--- src/rtl/alu_arbiter.sv ---
// -----------------------------------------------------------------------------
// alu_arbiter
//
// Purpose:
//   Two-requester round-robin front end for a single shared, purely
//   combinational ALU. A granted request has its operands and opcode
//   registered onto alu_a/alu_b/alu_op. One cycle later the ALU result is
//   captured into q, and q stays valid until the consumer acknowledges it.
//   Only one operation is in flight at a time. The sequence is
//   IDLE -> EXEC -> DONE -> IDLE.
//
// Parameters:
//   WIDTH    operand / ALU / result width in bits (default 32)
//
// Ports:
//   clk               single clock, rising edge
//   rst               synchronous active-high reset
//   req0/req1         request; held high with stable operands until granted
//   a0,b0/a1,b1       requester operands (WIDTH)
//   op0/op1           requester opcode (3 bits), passed through unchanged
//   gnt0/gnt1         one-cycle pulse: request accepted this cycle
//   alu_a, alu_b      registered operands driven to the shared ALU
//   alu_op            registered opcode driven to the shared ALU
//   alu_q             combinational ALU result for alu_a/alu_b/alu_op
//   q                 registered result (keeps its value after ack)
//   q_valid           q/q_id valid, held until q_ack
//   q_id              requester that owns q
//   q_ack             consumer accepts q; ignored while q_valid=0
//   busy              high while an operation is in EXEC or DONE
// -----------------------------------------------------------------------------
module alu_arbiter #(
  parameter int WIDTH = 32
) (
  input  logic             clk,
  input  logic             rst,
  input  logic             req0,
  input  logic [WIDTH-1:0] a0,
  input  logic [WIDTH-1:0] b0,
  input  logic [2:0]       op0,
  output logic             gnt0,
  input  logic             req1,
  input  logic [WIDTH-1:0] a1,
  input  logic [WIDTH-1:0] b1,
  input  logic [2:0]       op1,
  output logic             gnt1,
  output logic [WIDTH-1:0] alu_a,
  output logic [WIDTH-1:0] alu_b,
  output logic [2:0]       alu_op,
  input  logic [WIDTH-1:0] alu_q,
  output logic [WIDTH-1:0] q,
  output logic             q_valid,
  output logic             q_id,
  input  logic             q_ack,
  output logic             busy
);

  localparam int NREQ = 2;

  typedef enum logic [1:0] {
    IDLE = 2'd0,
    EXEC = 2'd1,
    DONE = 2'd2
  } state_t;

  // ---------------------------------------------------------------------------
  // State and registered outputs
  // ---------------------------------------------------------------------------
  state_t           state_reg;
  logic             last_reg;     // requester granted most recently
  logic             owner_reg;    // requester owning the operation in flight
  logic [NREQ-1:0]  gnt_reg;
  logic [WIDTH-1:0] alu_a_reg;
  logic [WIDTH-1:0] alu_b_reg;
  logic [2:0]       alu_op_reg;
  logic [WIDTH-1:0] q_reg;
  logic             q_valid_reg;
  logic             q_id_reg;
  logic             busy_reg;

  // ---------------------------------------------------------------------------
  // Requester views as arrays so the selection logic is written once
  // ---------------------------------------------------------------------------
  logic [NREQ-1:0]  req_vec;
  logic [WIDTH-1:0] a_vec  [NREQ];
  logic [WIDTH-1:0] b_vec  [NREQ];
  logic [2:0]       op_vec [NREQ];

  assign req_vec   = {req1, req0};
  assign a_vec[0]  = a0;
  assign a_vec[1]  = a1;
  assign b_vec[0]  = b0;
  assign b_vec[1]  = b1;
  assign op_vec[0] = op0;
  assign op_vec[1] = op1;

  // ---------------------------------------------------------------------------
  // Arbitration
  //   With a single request, that requester wins. With both requests, the
  //   requester not served last wins. The winner is only used in IDLE with at
  //   least one request pending. Otherwise it is ignored.
  // ---------------------------------------------------------------------------
  logic            pick_id;
  logic [NREQ-1:0] sel_onehot;

  always_comb begin
    pick_id    = 1'b0;
    sel_onehot = '0;
    if (req_vec == 2'b11) begin
      pick_id = ~last_reg;
    end else begin
      pick_id = req_vec[1];
    end
    sel_onehot[pick_id] = 1'b1;
  end

  // ---------------------------------------------------------------------------
  // Operand select as an AND-OR mux driven by the one-hot winner
  // ---------------------------------------------------------------------------
  logic [WIDTH-1:0] a_term  [NREQ];
  logic [WIDTH-1:0] b_term  [NREQ];
  logic [2:0]       op_term [NREQ];
  logic [WIDTH-1:0] a_sel;
  logic [WIDTH-1:0] b_sel;
  logic [2:0]       op_sel;

  generate
    for (genvar gi = 0; gi < NREQ; gi++) begin : g_sel
      assign a_term[gi]  = sel_onehot[gi] ? a_vec[gi]  : '0;
      assign b_term[gi]  = sel_onehot[gi] ? b_vec[gi]  : '0;
      assign op_term[gi] = sel_onehot[gi] ? op_vec[gi] : '0;
    end
  endgenerate

  assign a_sel  = a_term[0]  | a_term[1];
  assign b_sel  = b_term[0]  | b_term[1];
  assign op_sel = op_term[0] | op_term[1];

  // ---------------------------------------------------------------------------
  // Control FSM with registered outputs
  // ---------------------------------------------------------------------------
  always_ff @(posedge clk) begin
    if (rst) begin
      // Reset aborts any operation in flight. Its result is never produced
      // and the request is not replayed.
      state_reg   <= IDLE;
      last_reg    <= 1'b1;   // requester 0 wins the first tie
      owner_reg   <= 1'b0;
      gnt_reg     <= '0;
      alu_a_reg   <= '0;
      alu_b_reg   <= '0;
      alu_op_reg  <= 3'b000;
      q_reg       <= '0;
      q_valid_reg <= 1'b0;
      q_id_reg    <= 1'b0;
      busy_reg    <= 1'b0;
    end else begin
      gnt_reg <= '0;   // grants are single-cycle pulses
      unique case (state_reg)
        IDLE: begin
          if (|req_vec) begin
            alu_a_reg  <= a_sel;
            alu_b_reg  <= b_sel;
            alu_op_reg <= op_sel;
            gnt_reg    <= sel_onehot;
            owner_reg  <= pick_id;
            last_reg   <= pick_id;
            busy_reg   <= 1'b1;
            state_reg  <= EXEC;
          end
        end
        EXEC: begin
          // The ALU has had a full cycle on the registered operands.
          q_reg       <= alu_q;
          q_id_reg    <= owner_reg;
          q_valid_reg <= 1'b1;
          state_reg   <= DONE;
        end
        DONE: begin
          // q keeps its value after the ack. Only q_valid drops.
          if (q_ack) begin
            q_valid_reg <= 1'b0;
            busy_reg    <= 1'b0;
            state_reg   <= IDLE;
          end
        end
        default: begin
          state_reg <= IDLE;
        end
      endcase
    end
  end

  // ---------------------------------------------------------------------------
  // Output mapping
  // ---------------------------------------------------------------------------
  assign gnt0    = gnt_reg[0];
  assign gnt1    = gnt_reg[1];
  assign alu_a   = alu_a_reg;
  assign alu_b   = alu_b_reg;
  assign alu_op  = alu_op_reg;
  assign q       = q_reg;
  assign q_valid = q_valid_reg;
  assign q_id    = q_id_reg;
  assign busy    = busy_reg;

  // ---------------------------------------------------------------------------
  // Structural invariants
  // ---------------------------------------------------------------------------
  a_gnt_onehot : assert property (@(posedge clk) disable iff (rst)
    !(gnt_reg[0] && gnt_reg[1]));

  a_gnt_enters_exec : assert property (@(posedge clk) disable iff (rst)
    (gnt_reg != '0) |-> (state_reg == EXEC));

  a_busy_state : assert property (@(posedge clk) disable iff (rst)
    busy_reg == (state_reg != IDLE));

  a_valid_state : assert property (@(posedge clk) disable iff (rst)
    q_valid_reg == (state_reg == DONE));

  a_done_hold : assert property (@(posedge clk) disable iff (rst)
    (state_reg == DONE && !q_ack) |=>
      ($stable(q_reg) && $stable(q_id_reg) && $stable(alu_a_reg) &&
       $stable(alu_b_reg) && $stable(alu_op_reg) && q_valid_reg));

endmodule

--- config.mk ---
export PLATFORM = sky130hd
export DESIGN_NAME = alu_arbiter
export DESIGN_NICKNAME = d
export VERILOG_FILES = /design/src/rtl/alu_arbiter.sv
export SDC_FILE = /design/constraint.sdc
export NUM_CORES = 1
export LEC_CHECK = 0
export CAP_MARGIN = 0
export CORE_ASPECT_RATIO = 0.7
export CORE_MARGIN = 8
export CORE_UTILIZATION = 35
export DETAILED_ROUTE_END_ITERATION = 10
export GPL_ROUTABILITY_DRIVEN = 0
export PLACE_DENSITY = 0.76
export SETUP_SLACK_MARGIN = 0.05
export SLEW_MARGIN = 20
export SYNTH_ARGS = -nofsm -noshare
export SYNTH_HDL_FRONTEND = slang
export SYNTH_SLANG_ARGS = --single-unit
--- constraint.sdc ---
create_clock -name clk -period 3.7 [get_ports clk]
set_clock_uncertainty 0.1 [all_clocks]
set_input_delay 0.925 -clock clk [delete_from_list [all_inputs] [get_ports clk]]
set_output_delay 0.925 -clock clk [all_outputs]
set_load 0.02 [all_outputs]
# == Word level (Yosys, flattened, before mapping) ==
# Index checks and enable logic that the tools add are counted.
# op_classes
order_cmp,2
eq_ne,5
mux,16
n_bitwise,6
reduce_logical,10
# ops
cell,count
2-to-1 mux 32 bit,4
bitwise OR 32 bit,2
2-to-1 mux 3 bit,2
one-hot mux 2 bit (3 select lines),1
AND reduction 2 bit,3
"equality test 2 bit, second input constant",2
2-to-1 mux 1 bit,4
2-to-1 mux 2 bit,2
"inequality test 2 bit, second input constant",2
one-hot mux 1 bit (2 select lines),2
nonzero test 2 bit,2
NOT 1 bit,3
bitwise OR 3 bit,1
AND reduction 3 bit,1
OR reduction 3 bit,1
"equality test 2 x 1 -> 1 bit, second input constant",1
logical NOT 2 bit,1
"less-than comparator 1 x 2 -> 1 bit, second input constant",1
OR reduction 2 bit,1
demux 1 bit (select 1 bit),1
"greater-or-equal comparator 1 bit, second input constant",1
logical AND 1 bit,1
# totals
ff_bits,108
inputBits,171
out_inout_bits,104
elab_cells,50

# == Longest topological paths before layout ==
# Gate-level depths: netlist of run 1.
# logic_depth
depth_word,8
ltp_mapped,7
mapped_depth_nobuf,3

# == Worst setup path after synthesis of run 1 ==
# OpenSTA, ideal clock, no wires.
# synth_timing
path_type,input to register
start,input port req1
end,register alu_a_reg[26] (netlist: alu_a[26])
setup_time_ns,0.089
t_arrival_ns,1.975
required_time_ns,3.511
path_slack_ns,1.536
cell_stages,7
n_path_buf,4
path_cell_list,or2_1 -> buf_2 -> and2_1 -> buf_2 -> buf_6 -> buf_6 -> a311oi_2
# synth_between
elab_chain_len,8
elab_cells_between_ends,12
cone_classes,order compare: 2; eq/ne: 1; mux: 5; bitwise: 1; reduce/logical: 3
# synth_lines
element,line,text
from (decl),41,"input logic req1,"
equality test 2 bit,108,if (req_vec == 2'b11) begin
2-to-1 mux 1 bit,108,
less-than comparator 1 x 2 -> 1 bit (implied by the code) / greater-or-equal comparator 1 bit (equally long branches),113,sel_onehot[pick_id] = 1'b1;
logical AND 1 bit (implied by the code),113,
2-to-1 mux 1 bit (implied by the code),113,
demux 1 bit (select 1 bit),113,
2-to-1 mux 32 bit,128,assign a_term[gi] = sel_onehot[gi] ? a_vec[gi] : '0;
bitwise OR 32 bit,134,assign a_sel = a_term[0] | a_term[1];
to (signal assigned),161,alu_a_reg <= a_sel;
to (decl),72,logic [WIDTH-1:0] alu_a_reg;
# Several ways; a longest one is shown, not always the timed one.
# A chain may end at the register's enable or synchronous reset.

# == Final worst setup path of run 1 ==
# layout_timing
start,input port req0
end,register alu_a_reg[7] (netlist: alu_a[7])
# layout_between
elab_chain_len,8
elab_cells_between_ends,12
cone_classes,order compare: 2; eq/ne: 1; mux: 5; bitwise: 1; reduce/logical: 3
# layout_lines
element,line,text
from (decl),36,"input logic req0,"
equality test 2 bit,108,
2-to-1 mux 1 bit,108,
less-than comparator 1 x 2 -> 1 bit (implied by the code) / greater-or-equal comparator 1 bit (equally long branches),113,
logical AND 1 bit (implied by the code),113,
2-to-1 mux 1 bit (implied by the code),113,
demux 1 bit (select 1 bit),113,
2-to-1 mux 32 bit,128,
bitwise OR 32 bit,134,
# Several ways; a longest one is shown, not always the timed one.

==> results of run 1 <==
-- Yosys cell counts --
cell type,instances,share of area
o21ai_0,1,0.0011
buf_2,9,0.0098
clkbuf_1,41,0.034
a311oi_2,30,0.098
or3b_2,1,0.0019
dfxtp_1,108,0.47
nor3_1,1,0.0011
nand2b_1,1,0.0014
and2_1,1,0.0014
a221o_1,1,0.0022
nand3b_1,1,0.0016
buf_6,4,0.0098
a311oi_1,37,0.071
nand2_1,204,0.17
nor2b_1,2,0.0027
buf_4,1,0.0016
buf_1,2,0.0016
nor2_1,4,0.0033
a21boi_2,1,0.0025
a21oi_1,103,0.11
a21bo_2,2,0.0044
or2_1,1,0.0014
-- how the worst max path moves through the flow --
stage          slack (ns)        end  cells after the start      start
2_1_floorplan        1.54  alu_a[26]                      7       req1
5_1_grt              1.22  alu_a[20]                      5       req0
6_report             1.29   alu_a[7]                      5       req0
3_3_place_gp         0.98  alu_b[22]                      5       req0
3_5_place_dp         0.93   alu_a[7]                      5       req0
4_1_cts              1.29  alu_b[29]                      1  alu_b[29]
-- worst max-delay path, cell delays in order --
cell and delay [ns]:
clkdlybuf4s50_1 0.50, or2_2 0.34, and2_2 0.21, buf_4 0.27
a311oi_1 0.30
-- area by class of cell --
cell class              count  area share
multi-input cells         391      0.2837
flip-flops and latches    108      0.2799
clock buffers               9     0.02916
clock inverters             7     0.01264
repair buffers            284      0.3677
well taps                 166     0.02689
-- cell usage in the layout (no fill, tap or decap) --
cell type,instances
nor2b_2,1
clkbuf_16,9
a311oi_1,37
nor2_1,3
inv_6,1
nor2b_1,1
buf_12,2
or3b_2,1
buf_4,9
inv_8,1
nor3_1,1
clkdlybuf4s50_1,273
and2_2,1
nor2_4,1
a21oi_1,103
nand2b_2,1
o21ai_0,1
nand2_1,204
clkinvlp_4,1
a221o_1,1
dfxtp_1,108
or2_2,1
bufinv_16,2
a311oi_2,30
clkinv_2,2
a21boi_4,1
nand3b_1,1
a21bo_2,2
-- where the power goes --
group / switching, mW / internal (mW) / leakage [nW]
Combinational: 0.522 / 0.500 / 1.76
Clock: 0.446 / 0.599 / 0.158
Sequential: 0.0720 / 1.29 / 0.892
Total: 1.04 / 2.38 / 2.81
-- metrics by stage --
stage	total power [mW]	hold WS [ns]	utilization	cell area (µm²)
after floorplan	1.888	0.3265	-	4591
after global placement	2.387	0.3353	0.5708	7398
after CTS	3.460	0.3576	0.5958	7724
after detailed placement	2.410	0.3475	0.5709	7401
after global routing	3.587	0.3709	0.5958	7724
final	3.425	0.3560	0.5958	7724
-- cells by family after synthesis --
kind of cell           after synthesis  share of synthesized area
DFF                                108                     0.4710
and+or+nand+nor                    216                     0.1815
AOI/OAI and AO/OA                  175                     0.2911
buffers and inverters               57                    0.05642
-- metal layers --
layer / global-route usage / vias up / share of wire
met1: 0.2441 / 2366 / 0.43
met4: 0.04665 / 0 / 0.014
met5: 0 / - / 0
met3: 0.07585 / 18 / 0.090
met2: 0.3171 / 218 / 0.47
li1: - / 2421 / -
==> results.txt, run 1 <==
STA puts the critical path data arrival time at 2.55 ns. The run finished with clean final reports. The start-to-end type of the worst setup path was in2reg. The total power divided by cell area is 443.4 nW/µm². For this design, the sink count on the clock tree is 108. Detailed placement finished with a half-perimeter wire length of 12.91 mm. Along the worst path, the maximum fanout reaches 37. The tools report the sum of negative setup slack as 0 ns.

The startpoint identified for the worst hold timing path is q[2]. Synthesis produced 556 cells. The clock transition at the registers of the reported paths was 0.07 ns; the number of nets in the finished design was 965.

The run gives 0.1970 as the total global routing track utilization. The tools report the number of distinct library cells after synthesis as 22. The final cycle utilization of the critical path was 0.6525; the post-synthesis net count was 727.

TritonCTS built the clock tree. The logs give 0.4710 for the portion of the post-synthesis area used by sequential elements and 3.84 ns for the required time of the critical path. The run gives 0 as the reported max-cap violation count. Once the clock tree was built, the resizer swapped 0 gates to a different size. The synthesized flop and latch total is 108. The worst hold path terminates at q[2].

The via total after detailed routing came out at 5023. The endpoint identified for the worst register-to-register timing path is last_reg. The count of routing violations after the opening detailed-route iteration came out at 246. After layout, the minimum clock period comes to 2.414 ns.

In the post-route analysis, the smallest setup slack over all paths is 1.286 ns. The clock tree synthesis step divided the H-tree into 3 levels. The clock reaches the later pin of the worst-skew pair after 0.34 ns. The placement row count was 35. The die is 152.9 µm wide. After detailed routing, the number of vias per cell comes to 5.205. In this run the static leakage power is 2.808 nW. For the remaining routing DRC violations, the log shows 0.

The maximum count of clock buffers along a single path was 2. The tools report the total wirelength of the detailed-routed design as 17.68 mm. The number of global-route vias before repair was 5012; the number of top-level pins was 275.

The number of clock buffers added by TritonCTS is 9. The fraction of final layout cells with drive strength greater than 1 is 0.08260, and the die height is 111.8 µm. The run gives 17100 µm² as the die footprint. The count of final max-slew check failures is 0, and the number of inserted diodes is 0. The run gives 414.2 MHz as the timing-limited maximum frequency. The class of the worst hold path was reg2reg. For this run the aggregate overflow at the end of global routing stands at 0. Hold repair after CTS inserted 0 buffers. Input and output buffers added on the ports amount to 274. In this run the clock root is driven by a clkbuf_16. Dividing the detail-routed wire length by the instance count gives 18.32 µm. The logs give 4591 µm² for the post-synthesis cell area and 0.9331 ns for the worst-case setup slack after placement. The worst setup path is captured at a flop. For the number of synthesis warnings, the log shows 0. Counting the fill cells in the layout gives 1106.

A synthesized cell averages 8.257 µm². Before antenna repair, the detailed router went through 4 iterations. The starting density of the core is 0.3542.

Setup repair after global routing left no endpoint under its margin. Leaving out filler cells and counting taps, the final layout contains 965. The core outline area was 12960 µm².

In this run the critical register-to-register path is launched from state_reg[1]. The number of hold-slack violations in the final timing report is 0, and the multi-input logic area is 2191 µm². The number of stages on the worst hold path is 2, and the number of placed cells counting well taps is 949. VDD sags by at most 0.3295 mV. For the pin with the worst max-slew slack, the measured transition is 0.7905 ns. The logs give 27.57 mm for the wire length of the first global-routing pass and 0 for the number of routed nets with antenna violations. The worst setup path is launched from an input port. For the worst-case headroom to the max-slew limit, the log shows 0.4730.

The cell count of the worst reg-to-reg path works out to 4. Setup slack on the worst reg-to-reg path comes out at 1.45 ns. The logs give 0 for the number of antenna violations at the first check in global routing and 0 for the buffers inserted during post-CTS setup optimization. The count of endpoints failing setup in the final report was 0; the area growth from synthesis to layout was 68.25%. Entering global routing, the biggest net connects 74 pins. The area used by sequential logic in the layout is 2162 µm².
Note: power is estimated with default switching activity, not from simulation.
==> run 2: changes to the inputs <==
Settings changed: CORE_UTILIZATION 35 to 34, PLACE_DENSITY 0.76 to 0.77.
Clock period 3.7 ns to 2 ns, I/O delays scaled along.
==> results.txt, run 2 (synthesis gave the netlist of run 1 again) <==
The flow ran to the end, and the final reports show no timing, DRC or antenna violations. The quantity of I/O buffers inserted on ports was 274 (unchanged). Number of hold-slack violations in the final timing report: 0 (unchanged). The maximum count of clock buffers along a single path came out at 2 (unchanged). The logs give 0 (unchanged) for the number of routed nets with antenna violations and 275 (unchanged) for the number of top-level pins.

The uppermost layer routed was met4 (unchanged). The estimated wirelength of the detail-placed design is 13.66 mm (was 12.91 mm). The tools report the launching instance or port of the critical path as alu_b[1] (was req0).

The wire length the detailed router placed on met1 is 7.219 mm (was 7.587 mm). The total wirelength of the detailed-routed design is 17.64 mm (was 17.68 mm). The class of the worst hold path is reg2reg (unchanged). The cell-internal power is 4.207 mW (was 2.385 mW).

List of cells traversed by the critical path: clkdlybuf4s50_1 (was clkdlybuf4s50_1, or2_2, and2_2, buf_4, a311oi_1). The master of the slowest instance on the critical path is clkdlybuf4s50_1 (unchanged). The combinational share of power came out at 0.317 (was 0.299).

The number of global-route vias before repair was 5180 (was 5012); the number of buffers inserted during clock tree synthesis was 9 (unchanged). The reported max-cap violation count was 0 (unchanged); the actual slew at the worst max-slew pin was 0.3990 ns (was 0.7905 ns). The tools report the worst-case vdd ir drop as 0.4436 mV (was 0.3295 mV). For the number of gates given a new drive strength after cts, the log shows 5 (was 0).

The total power divided by cell area came out at 770.0 nW/µm² (was 443.4 nW/µm²). The tools report the total overflow reported by the global router as 0 (unchanged). For the buffers inserted during post-CTS setup optimization, the log shows 0 (unchanged). Fraction of final layout cells with drive strength greater than 1: 0.09147 (was 0.08260). The average wire length per cell after detail routing works out to 17.74 µm (was 18.32 µm).

The tools report the kind of launch point of the worst setup path as a flop (was an input port). The number of nets in the finished design is 977 (was 965). The delay contributed by the slowest stage of the critical path is 0.62 ns (was 0.50 ns).

The number of inserted diodes was 0 (unchanged). The clock transition at the registers of the reported paths came out at 0.07 ns (about the same). The routed wire length on met2 was 8.484 mm (was 8.251 mm).

The number of buffers added to fix hold violations after cts came out at 0 (unchanged). The worst-case headroom to the max-slew limit was 0.7340 (was 0.4730); the width of the die was 154.9 µm (was 152.9 µm). The origin of the worst min-delay path is owner_reg (was q[2]).

The clock period minus worst slack works out to 1.919 ns. The root buffer cell is clkbuf_16 (unchanged). The tools report the number of non-filler instances in the completed layout as 994 (was 965). The total buffers and inverters traversed by the critical path is 1 (was 2). The tools report the origin of the critical flop-to-flop path as state_reg[1] (unchanged). For the number of placed cells counting well taps, the log shows 980 (was 949). For the die footprint, the log shows 17530 µm² (was 17100 µm²).

Based on the critical path, the design can be clocked at up to 521.2 MHz. The remaining routing DRC violations was 0 (unchanged). Highest-count cells in the layout ignoring fill and taps: clkdlybuf4s50_1, nand2_1, dfxtp_1 (unchanged). The run gives 27.24 mm (was 27.57 mm) as the wire length of the first global-routing pass.

Kind of cell adding the most delay to the critical path: buffers and inverters (unchanged). The sequential share of power came out at 0.413 (was 0.397). The logs give 108 (unchanged) for the clock sink total and 0 ns (unchanged) for the sum of negative setup slack. The H-tree depth came out at 3 (unchanged). The maximum fanout along the worst path came out at 2 (was 37). The first-pass iteration count of the detailed router came out at 4 (unchanged). The area growth from synthesis to layout came out at 71.87% (was 68.25%). The start-to-end type of the worst setup path is reg2out (was in2reg). The kind of end point of the critical path is an output port (was a flop). The run gives 0 (unchanged) as the count of endpoints failing setup in the final report. The arrival time at the worst endpoint is 1.32 ns (was 2.55 ns), and the clock network fraction of design power is 0.270 (was 0.305). TritonCTS built the clock tree. The via count normalized by instance count works out to 5.049 (was 5.205).

The tools report the core outline area as 13180 µm² (was 12960 µm²). The starting density of the core is 0.3483 (was 0.3542), and the via total after detailed routing is 5019 (was 5023). The final core area utilization was 0.5986 (was 0.5958); the multi-input logic area was 2190 µm² (was 2191 µm²). The count of routing violations after the opening detailed-route iteration was 249 (was 246).

The final cycle utilization of the critical path was 0.9594. The count of final max-slew check failures was 0 (unchanged). The clock latency reported for the late side of the worst-skew pair was 0.33 ns (was 0.34 ns); the number of antenna violations at the first check in global routing was 0 (unchanged). The die height is 113.2 µm (was 111.8 µm). Reported leakage power: 3.186 nW (was 2.808 nW). The placement row count is 35 (unchanged). The tools report the count of filler cells inserted in the layout as 1106 (unchanged). Leading cell type in the layout, fill and taps excluded: clkdlybuf4s50_1 (unchanged). The run gives 1.40 ns (was 3.84 ns) as the required time of the critical path.

Total met3 wirelength after detailed routing: 1.744 mm (was 1.598 mm). The total global routing track utilization came out at 0.1913 (was 0.1970). The switching share of total power was 0.3076 (was 0.3037).

Setup repair after global routing left no endpoint under its margin. The switching power was 1.869 mW (was 1.040 mW); the largest net degree at the start of global routing was 53 (was 74). The tools report the area used by sequential logic in the layout as 2162 µm² (unchanged).
run 2: final timing paths:
check             end  slack [ns]  cells past startpoint
min              q_id        0.35                      2
max          alu_b[1]        0.08                      1
max reg2reg  last_reg        0.43                      4
min reg2reg      q_id        0.35                      2
run 2: power by group through the flow:
stage	clock [mW]	sequential, mW	combinational, mW
after CTS	1.69	2.51	1.95
after floorplan	0	2.81	0.685
after global placement	0	2.55	1.93
after global routing	1.77	2.54	2.06
final	1.64	2.51	1.92
after detailed placement	0	2.56	1.96
run 2: routing by layer:
layer	vias up	global-route usage
li1	2438	-
met1	2354	0.2215
met2	212	0.3261
met3	15	0.08225
met4	0	0.03318
met5	-	0
run 2: metrics by stage:
stage	power (mW)	setup WS (ns)	instance area, µm²	hold slack [ns]
global placement	4.476	-0.1155	7576	0.3323
finish	6.075	0.08130	7890	0.3525
global route	6.367	0.05069	7890	0.3735
floorplan	3.492	0.2611	4591	0.3265
detailed placement	4.515	-0.1699	7576	0.3432
CTS	6.155	0.05087	7838	0.3536
run 2: area by class of cell:
class	instances	share of cell area
Tap cell	185	0.02934
Clock inverter	3	0.003172
Sequential cell	108	0.2740
Timing Repair Buffer	296	0.3852
Clock buffer	11	0.03076
Multi-Input combinational cell	391	0.2775
==> run 3: changes to the inputs <==
Settings changed: CORE_MARGIN 8 to unset.
==> results.txt, run 3 (synthesis gave the netlist of run 1 again) <==
The sequential share of power came out at 0.387 (was 0.413). Reported max-cap violation count: 0 (unchanged). The die footprint is 13980 µm² (was 17530 µm²).

The clock period minus worst slack was 1.915 ns (was 1.919 ns). The final-layout worst hold slack came out at 0.3552 ns (was 0.3525 ns). The clock transition at the registers of the reported paths is 0.07 ns (about the same). The class of the worst hold path was reg2reg (unchanged). The quantity of I/O buffers inserted on ports was 274 (unchanged). The area growth from synthesis to layout was 75.31% (was 71.87%); the maximum fanout along the worst path was 2 (unchanged). The number of antenna violations at the first check in global routing was 0 (unchanged); the global routing met1 resource utilization was 0.2590 (was 0.2215).

Most utilized layer in the global route result: met2 (unchanged). The width of the die is 140.9 µm (was 154.9 µm). The placement row count is 35 (unchanged), and the core outline area is 13180 µm² (unchanged). For the number of placed cells counting well taps, the log shows 981 (was 980). The met3 demand-to-capacity share in global routing is 0.06740 (was 0.08225). The count of routing violations after the opening detailed-route iteration came out at 177 (was 249). The tools report the root buffer cell as clkbuf_16 (unchanged). The average wire length per cell after detail routing was 15.83 µm (was 17.74 µm); the reported leakage power was 3.348 nW (was 3.186 nW). The kind of end point of the critical path was an output port (unchanged). The tools report the kind of launch point of the worst setup path as a flop (unchanged). The number of inserted diodes is 0 (unchanged). The routing usage on met2 is 0.3854 (was 0.3261). The placed instance area came out at 7609 µm² (was 7576 µm²). The worst-case headroom to the max-slew limit is 0.7130 (was 0.7340), and the total buffers and inverters traversed by the critical path is 1 (unchanged). The arrival time at the worst endpoint is 1.31 ns (was 1.32 ns), and the clock latency reported for the late side of the worst-skew pair is 0.34 ns (was 0.33 ns).

The master of the slowest instance on the critical path was clkdlybuf4s50_1 (unchanged). The tools report the origin of the critical flop-to-flop path as state_reg[1] (unchanged). The run gives 58 (was 53) as the largest net degree at the start of global routing. For the total overflow reported by the global router, the log shows 0 (unchanged).

The number of top-level pins was 275 (unchanged); the first-pass iteration count of the detailed router was 4 (unchanged). The cell-internal power was 4.590 mW (was 4.207 mW). Fraction of final layout cells with drive strength greater than 1: 0.09717 (was 0.09147). The logs give 1.892 mW (was 1.869 mW) for the switching power and 522.3 MHz (was 521.2 MHz) for the timing-limited maximum frequency. The run gives 4898 (was 5180) as the number of global-route vias before repair. The count of endpoints failing setup in the final report came out at 0 (unchanged).

Kind of cell adding the most delay to the critical path: buffers and inverters (unchanged). The count of final max-slew check failures is 0 (unchanged), and the worst-case vdd ir drop is 0.5271 mV (was 0.4436 mV). The logs give 0 (unchanged) for the remaining routing DRC violations and 9 (unchanged) for the number of buffers inserted during clock tree synthesis.

For the number of routed nets with antenna violations, the log shows 0 (unchanged). The clock network fraction of design power was 0.313 (was 0.270). The delay contributed by the slowest stage of the critical path was 0.62 ns (about the same); the combinational share of power was 0.300 (was 0.317). For the clock sink total, the log shows 108 (unchanged).

The maximum count of clock buffers along a single path was 2 (unchanged); the number of hold-slack violations in the final timing report was 0 (unchanged). The number of non-filler instances in the completed layout is 998 (was 994), and the total wirelength of the detailed-routed design is 15.79 mm (was 17.64 mm). The origin of the worst min-delay path is q[27] (was owner_reg). The run finished with clean final reports. Die height: 99.22 µm (was 113.2 µm).

For the starting density of the core, the log shows 0.3483 (unchanged). The number of nets in the finished design is 979 (was 977), and the worst-case setup slack after placement is -0.2570 ns (was -0.1699 ns). The post-route standard cell area excluding fillers is 8048 µm² (was 7890 µm²).

For the final core area utilization, the log shows 0.6105 (was 0.5986). The switching share of total power came out at 0.2919 (was 0.3076). The final cycle utilization of the critical path is 0.9573 (was 0.9594), and the via total after detailed routing is 5037 (was 5019). The tools report the estimated wirelength of the detail-placed design as 11.22 mm (was 13.66 mm). Highest-count cells in the layout ignoring fill and taps: clkdlybuf4s50_1, nand2_1, dfxtp_1 (unchanged). The via count normalized by instance count was 5.047 (was 5.049). The leading cell type in the layout, fill and taps excluded is clkdlybuf4s50_1 (unchanged). TritonCTS built the clock tree. List of cells traversed by the critical path: clkdlybuf4s50_1 (unchanged).

Number of buffers added to fix hold violations after cts: 0 (unchanged). The tools report the launching instance or port of the critical path as alu_b[10] (was alu_b[1]). The required time of the critical path is 1.40 ns (about the same). The total global routing track utilization is 0.2190 (was 0.1913). The H-tree depth is 3 (unchanged), and the slack of the critical path is 0.08542 ns (was 0.08130 ns).

The actual slew at the worst max-slew pin came out at 0.4295 ns (was 0.3990 ns). The start-to-end type of the worst setup path was reg2out (unchanged). The wire length of the first global-routing pass came out at 24.56 mm (was 27.24 mm). Total power divided by cell area: 805.5 nW/µm² (was 770.0 nW/µm²).

Setup repair after global routing could not meet its margin everywhere.
-- run 3: cell type report --
| type | instances | area, µm² |
|---|---|---|
| Fill cell | 1086 | 5134 |
| Clock buffer | 9 | 225.2 |
| Multi-Input combinational cell | 391 | 2190 |
| Clock inverter | 7 | 120.1 |
| Sequential cell | 108 | 2162 |
| Tap cell | 185 | 231.5 |
| Timing Repair Buffer | 298 | 3119 |
-- run 3: repair_timing --
| item | 4_1_cts | 5_1_grt |
|---|---|---|
| endpoints found under the setup margin | 1 | 32 |
| setup buffers | 0 | 0 |
| cloned | 0 | 1 |
| resized for setup | 1 | 28 |
-- run 3: worst reg2reg max path: stages, from the launching register on --
cell and delay, ns:
dfxtp_1 0.37, nor2_4 0.39, and2_4 0.30, buf_4 0.26
a311oi_1 0.15
-- run 3: worst paths after layout --
path	end	slack [ns]	cells after the start
worst min register to register	q[27]	0.36	2
worst min-delay path	q[27]	0.36	2
worst max register to register	alu_a[3]	0.30	4
worst max-delay path	alu_b[10]	0.09	1
-- run 3: layer usage --
layer,vias up,share of wire
met5,-,0
met3,11,0.087
met1,2347,0.42
met4,0,0.0089
li1,2446,-
met2,233,0.49
-- run 3: power by group through the flow --
stage                     Sequential, mW  Clock, mW  Combinational (mW)
after floorplan                     2.81          0               0.685
after global placement              2.54          0                1.92
after detailed placement            2.55          0                1.95
after CTS                           2.51       2.09                1.96
after global routing                2.53       2.19                2.08
final                               2.51       2.03                1.95
-- run 3: through the flow --
| stage | setup TNS [ns] | power (mW) |
|---|---|---|
| finish | 0 | 6.482 |
| global route | 0 | 6.797 |
| global placement | -9.774 | 4.465 |
| floorplan | 0 | 3.492 |
| CTS | 0 | 6.553 |
| detailed placement | -12.78 | 4.506 |
